`src/rtl/hazard_stall_controller.sv`:
```
// ---------------------------------------------------------------------------
// hazard_stall_controller
//   Hazard / stall control for the 5-stage MIPS pipeline, sitting beside ID.
//   Detects load-use, non-forwarded RAW and ID-resolved branch hazards, holds
//   load-use stalls for LOAD_USE_CYCLES cycles, freezes the whole pipe while
//   data memory is not ready (resuming the interrupted state afterwards),
//   flushes IF/ID on a taken branch, and counts bubble cycles (saturating).
//
// Ports
//   clk_i, rst_i            clock, synchronous active-high reset
//   src1_i/src2_i (+_used)  ID source registers and whether they are read
//   is_branch_i             ID holds a register-comparing branch
//   branch_taken_i          branch outcome (valid with is_branch_i)
//   Exe_Dest_i/Exe_WB_i/Exe_Mem_Read_En_i  EXE destination, write-back, load
//   Mem_Dest_i/Mem_WB_i     MEM destination, write-back
//   mem_ready_i             data memory ready (0 = wait)
//   hazard_Detected_o       ID stall active this cycle
//   pc_en_o, ifid_en_o      PC / IF/ID load enables
//   ifid_flush_o            clear IF/ID (taken branch)
//   idex_bubble_o           load NOP into ID/EX
//   freeze_all_o            hold every pipeline register
//   stall_cycles_o          saturating count of bubble cycles
// ---------------------------------------------------------------------------
module hazard_stall_controller #(
   parameter int unsigned REG_ADDR_W      = 5,
   parameter bit          FORWARD_EN      = 1'b1,
   parameter int unsigned LOAD_USE_CYCLES = 1,
   parameter int unsigned STAT_W          = 16
) (
   input  logic                  clk_i,
   input  logic                  rst_i,
   input  logic [REG_ADDR_W-1:0] src1_i,
   input  logic [REG_ADDR_W-1:0] src2_i,
   input  logic                  src1_used_i,
   input  logic                  src2_used_i,
   input  logic                  is_branch_i,
   input  logic                  branch_taken_i,
   input  logic [REG_ADDR_W-1:0] Exe_Dest_i,
   input  logic                  Exe_WB_i,
   input  logic                  Exe_Mem_Read_En_i,
   input  logic [REG_ADDR_W-1:0] Mem_Dest_i,
   input  logic                  Mem_WB_i,
   input  logic                  mem_ready_i,
   output logic                  hazard_Detected_o,
   output logic                  pc_en_o,
   output logic                  ifid_en_o,
   output logic                  ifid_flush_o,
   output logic                  idex_bubble_o,
   output logic                  freeze_all_o,
   output logic [STAT_W-1:0]     stall_cycles_o
);

   typedef enum logic [1:0] {RUN = 2'd0, LU_STALL = 2'd1, MEM_FREEZE = 2'd2} state_e;

   // The hazard cycle itself is the first stall cycle, so the counter is
   // loaded with the remaining cycles only.
   localparam logic [3:0] LU_RELOAD = 4'(LOAD_USE_CYCLES - 1);

   state_e            state_q, state_d;
   state_e            ret_q, ret_d;
   logic [3:0]        cnt_q, cnt_d;
   logic [STAT_W-1:0] stat_q, stat_d;

   logic exe_match, mem_match;
   logic lu_haz, raw_haz, br_haz, stall;

   // Register 0 is hard-wired, so a write to it never creates a dependency.
   function automatic logic reg_match(input logic [REG_ADDR_W-1:0] s,
                                      input logic [REG_ADDR_W-1:0] d,
                                      input logic                  used);
      return used && (s == d) && (d != '0);
   endfunction

   assign exe_match = reg_match(src1_i, Exe_Dest_i, src1_used_i) ||
                      reg_match(src2_i, Exe_Dest_i, src2_used_i);
   assign mem_match = reg_match(src1_i, Mem_Dest_i, src1_used_i) ||
                      reg_match(src2_i, Mem_Dest_i, src2_used_i);

   assign lu_haz  = Exe_WB_i && Exe_Mem_Read_En_i && exe_match;
   assign raw_haz = FORWARD_EN ? 1'b0 : ((Exe_WB_i && exe_match) || (Mem_WB_i && mem_match));
   // Branches compare in ID, ahead of the forwarding paths, so any pending
   // producer in EXE or MEM must drain first.
   assign br_haz  = is_branch_i && ((Exe_WB_i && exe_match) || (Mem_WB_i && mem_match));

   // Output equations: freeze dominates stall, stall dominates flush.
   always_comb begin
      stall             = (state_q == LU_STALL) ||
                          ((state_q == RUN) && (lu_haz || raw_haz || br_haz));
      freeze_all_o      = !mem_ready_i;
      hazard_Detected_o = stall;
      pc_en_o           = !stall && !freeze_all_o;
      ifid_en_o         = !stall && !freeze_all_o;
      idex_bubble_o     = stall && !freeze_all_o;
      ifid_flush_o      = is_branch_i && branch_taken_i && !stall && !freeze_all_o;
      stall_cycles_o    = stat_q;
   end

   // Next-state logic. A memory wait suspends whatever state we are in and
   // records it in ret so the stall resumes with its count intact.
   always_comb begin
      state_d = state_q;
      ret_d   = ret_q;
      cnt_d   = cnt_q;
      case (state_q)
         RUN: begin
            if (!mem_ready_i) begin
               state_d = MEM_FREEZE;
               ret_d   = RUN;
            end else if (lu_haz && (LOAD_USE_CYCLES > 1)) begin
               state_d = LU_STALL;
               cnt_d   = LU_RELOAD;
            end
         end
         LU_STALL: begin
            if (!mem_ready_i) begin
               state_d = MEM_FREEZE;
               ret_d   = LU_STALL;
            end else if (cnt_q == 4'd1) begin
               state_d = RUN;
            end else begin
               cnt_d = cnt_q - 4'd1;
            end
         end
         MEM_FREEZE: begin
            if (mem_ready_i) state_d = ret_q;
         end
         default: state_d = RUN;
      endcase
   end

   always_comb begin
      stat_d = stat_q;
      if (idex_bubble_o && (stat_q != {STAT_W{1'b1}})) stat_d = stat_q + STAT_W'(1);
   end

   always_ff @(posedge clk_i) begin
      if (rst_i) begin
         state_q <= RUN;
         ret_q   <= RUN;
         cnt_q   <= 4'd0;
         stat_q  <= '0;
      end else begin
         state_q <= state_d;
         ret_q   <= ret_d;
         cnt_q   <= cnt_d;
         stat_q  <= stat_d;
      end
   end

endmodule

```
`config.mk`:
```
export PLATFORM = sky130hd
export DESIGN_NAME = hazard_stall_controller
export DESIGN_NICKNAME = d
export VERILOG_FILES = /design/src/rtl/hazard_stall_controller.sv
export SDC_FILE = /design/constraint.sdc
export NUM_CORES = 1
export LEC_CHECK = 0
export BUFFER_PORTS_ARGS = -buffer_cell sky130_fd_sc_hd__buf_2
export CAP_MARGIN = 20
export CORE_MARGIN = 2
export CORE_UTILIZATION = 48
export CTS_BUF_LIST = sky130_fd_sc_hd__clkbuf_8
export DETAILED_ROUTE_END_ITERATION = 6
export HOLD_SLACK_MARGIN = 0.08
export PLACE_DENSITY = 0.77
export SYNTH_ARGS = -nofsm -noshare
export SYNTH_HDL_FRONTEND = slang
export SYNTH_SLANG_ARGS = --single-unit
```
`constraint.sdc`:
```
create_clock -name clk_i -period 2.3 [get_ports clk_i]
set_input_delay 0.23 -clock clk_i [delete_from_list [all_inputs] [get_ports clk_i]]
set_output_delay 0.23 -clock clk_i [all_outputs]
set_load 0.01 [all_outputs]
```
==> key figures <==
CTS
  • Clock latency at the later pin of the worst-skew pair: 0.27 ns
  • Clock Path Buffers: 2
  • Clock root buffer master: sky130_fd_sc_hd__clkbuf_8
  • Cts hold-fix bufs: 0
  • Number of levels the H-tree was split into: 1
  • Number of buffers added for setup after CTS: 0
  • Clock-pin slew on the worst setup and hold paths: approximately 0.08 ns
  • Total clock sinks: 23
  • PostCTS Resize Cnt: 0
  • TritonCTS buffer count: 3
  • CTS tree: done

STA
  • Setup repair after global routing missed its margin: false
  • Final max-slew violation count: 0
  • Fmax achieved: 0.4788 GHz
  • Final worst path period need: ~2.1 ns
  • Setup TNS Final: 0 ns
  • Final setup violating endpoints: 0
  • Transition at the pin with the smallest max-transition slack: roughly 0.48 ns
  • Worst hold margin: 0.2257 ns
  • Final Cycle Share: about nine tenths
  • Max-slew headroom at the worst pin: between 60% and 70%
  • Clock Skews: between 0.004 and 0.005 ns
  • Hold Fails Final Rpt: 0

Logic synthesis
  • Proportion of synthesized flip-flops having asynchronous set or reset: 0%
  • Portion of the post-synthesis area used by sequential elements: about 30%
  • Synthesized netlist cell count: between 150 and 200
  • Synth warn: 0
  • EDFF count, synth: 0
  • Post-Syn Area: ~0.0015 mm²
  • Count of distinct cell types in the synthesized netlist: 40
  • Mean instance size in the synthesized netlist: 7.951 µm²
  • Primary FF master, synth: sky130_fd_sc_hd__dfxtp_1
  • Number of nets produced by synthesis: between 200 and 250
  • Flip-flop and latch count after synthesis: 23

Place
  • Half-perimeter wire length after detailed placement: 2.715 mm
  • Routability congestion estimate: 0.9437
  • Number of buffers added on ports: a little over 50
  • Cell count after placement: approximately 270

Worst setup path
  • Count of buffer and inverter cells on the critical path: 2
  • Kind of cell adding the most delay to the critical path: compound AO/OA/AOI/OAI gates
  • CP Cell Sequence: buf_2 -> xor2_1 -> nor4_2 -> a32oi_1 -> o221a_2 -> o21a_1 -> and3_1 -> buf_2
  • Launching element type of the critical path: primary input
  • Critical Setup Path Class: primary input to output pin
  • Delay contributed by the slowest stage of the critical path: between 0.3 and 0.4 ns
  • Required time of the worst setup path: 2.07 ns
  • Worst path most repeated cell: sky130_fd_sc_hd__buf_2
  • Critical path peak fanout: 8
  • Kind of capture point of the worst setup path: output pin
  • Arrival time at the worst endpoint: between 1.5 and 2 ns
  • Critical Path Slowest Stage Cell: sky130_fd_sc_hd__o221a_2

Cells and area
  • Fraction of layout instances using a drive strength above 1: between 20% and 30%
  • Post-route core utilization: a little over 60%
  • Final std cells w/o fill: ~270
  • Post-synthesis to final-layout area growth: 21.73%
  • Fill cells: 286
  • Final #Nets: around 270
  • Antenna cell count: 0

Floorplanning
  • Site row count: 20
  • Number of top-level pins: 52
  • Floorplan die width: between 50 and 60 µm
  • Core ar.: 0.003003 mm²
  • Overall die area: between 0.003 and 0.004 mm²
  • Die height: 59.95 µm
  • Effective utilization at floorplan: between 50% and 60%

Min path
  • Hold WC Path Type: primary input to flip-flop

Pwr
  • Leak pwr: approximately 0.00075 µW
  • Worst IR Drop VDD: ~0.33 mV
  • Cell area power density: about 420 mW/mm²
  • Total power: approximately 760 µW

Drt
  • Number of vias after detailed routing: about 1.5k
  • Violation count after the first detailed-route iteration: ~100
  • Total wire length: about 3.5 mm
  • Detailed Routing Iterations Pass 1: 4
  • Antenna viol nets, final: 0
  • Wire length per cell: 12.81 µm
  • DRC violation count after routing: 0
  • Avg Vias per Cell: 5.577

Global routing
  • First-pass GRT wire length: 6.106 mm
  • Total Routing Usage GR: roughly 23%
  • Largest net degree at the start of global routing: 27
  • Number of antenna violations at the first check in global routing: 0
  • Total grt overflow: 0
  • Number of global-route vias before repair: 1,384

Status
  • Status: completed

Run
  • Number of max-capacitance violations reported: 0
## per-layer routing
layer | vias to the layer above | part of all wire, % | global-route usage [%]
li1 | 787 | - | -
met1 | 668 | 47 | 28.48
met2 | 53 | 45 | 37.11
met3 | 9 | 6.2 | 4.329
met4 | 0 | 2.3 | 10.16
met5 | - | 0 | 0
## synthesized netlist by cell type, types with 2 or more instances
master                     count  share of area [%]
sky130_fd_sc_hd__nand2_1      11                2.7
sky130_fd_sc_hd__and2_1        2               0.83
sky130_fd_sc_hd__nand4_1       5                2.1
sky130_fd_sc_hd__nor4_1        3                1.2
sky130_fd_sc_hd__o21a_1        2                1.0
sky130_fd_sc_hd__xor2_1       18                 10
sky130_fd_sc_hd__inv_1         6                1.5
sky130_fd_sc_hd__nor3_1        5                1.7
sky130_fd_sc_hd__nor2b_1       4                1.7
sky130_fd_sc_hd__dfxtp_1      23                 31
sky130_fd_sc_hd__mux2_2        2                1.5
sky130_fd_sc_hd__nand3_1       8                2.7
sky130_fd_sc_hd__o21ai_0      13                4.3
sky130_fd_sc_hd__or3_1        12                5.0
sky130_fd_sc_hd__a32oi_1       2                1.2
sky130_fd_sc_hd__nor2_1       18                4.5
sky130_fd_sc_hd__a21oi_1      14                4.7
sky130_fd_sc_hd__ha_1          3                2.5
sky130_fd_sc_hd__a211oi_1      2                1.0
sky130_fd_sc_hd__xnor2_1       5                2.9
sky130_fd_sc_hd__and4_1        3                1.7
sky130_fd_sc_hd__and3_1        4                1.7
sky130_fd_sc_hd__clkbuf_1      7                1.7
## state kept, by name, indices dropped and copies added, names as in the netlist
register and cells:
cnt_q 4, state_q 2, ret_q 1, stall_cycles_o 16
## power breakdown
| group | internal [µW] | leakage (µW) | switching, µW | total (µW) |
|---|---|---|---|---|
| logic | 49.7 | 0.000540 | 61.0 | 111 |
| registers | 399 | 0.000185 | 1.91 | 401 |
| clock network | 120 | 0.0000269 | 133 | 253 |
## through the flow
step,setup WS (ns),instance area (µm²)
after CTS,0.2104,1829
after detailed placement,0.1282,1784
final,0.2114,1829
after floorplan,0.2943,1503
after global routing,0.1077,1829
after global placement,0.1581,1784
## path summary, 6_finish.rpt
kind | start | endpoint | slack (ns) | depth (start not counted)
hold / removal | mem_ready_i | state_q[1] | 0.23 | 2
setup / recovery | src2_i[4] | ifid_flush_o | 0.21 | 8
setup reg to reg | stall_cycles_o[0] | stall_cycles_o[0] | 0.38 | 7
hold reg to reg | ret_q[0] | ret_q[0] | 0.48 | 2
## area by class of cell
type | instances | area (µm²) | area share (%)
multi-input cells | 151 | 974.7 | 53.28
flip-flops and latches | 23 | 460.4 | 25.17
repair buffers | 55 | 285.3 | 15.60
clock buffers | 3 | 41.29 | 2.257
well taps | 33 | 41.29 | 2.257
inverters | 6 | 22.52 | 1.231
clock inverters | 1 | 3.754 | 0.2052
## cell usage in the layout, fill, tap and decap left out, types with 4 or more instances in the layout
cell,n
sky130_fd_sc_hd__buf_4,4
sky130_fd_sc_hd__o21ai_0,13
sky130_fd_sc_hd__nand2_1,11
sky130_fd_sc_hd__or3_1,12
sky130_fd_sc_hd__nand4_1,5
sky130_fd_sc_hd__xnor2_1,5
sky130_fd_sc_hd__xor2_1,18
sky130_fd_sc_hd__nor2_1,18
sky130_fd_sc_hd__buf_2,51
sky130_fd_sc_hd__a21oi_1,14
sky130_fd_sc_hd__and3_1,4
sky130_fd_sc_hd__nor2b_1,4
sky130_fd_sc_hd__nor3_1,5
sky130_fd_sc_hd__inv_1,7
sky130_fd_sc_hd__nand3_1,8
sky130_fd_sc_hd__dfxtp_1,23
## cell families after synthesis
logic type,synth area share [%]
AO/OA/AOI/OAI,16.99
buffers and inverters,4.497
AND/OR/NAND/NOR,29.48
flip-flops,30.64
multiplexers,2.498
adder cells (fa/ha/maj),2.498
XOR/XNOR,13.41
Power figures use the tool's default switching activity.
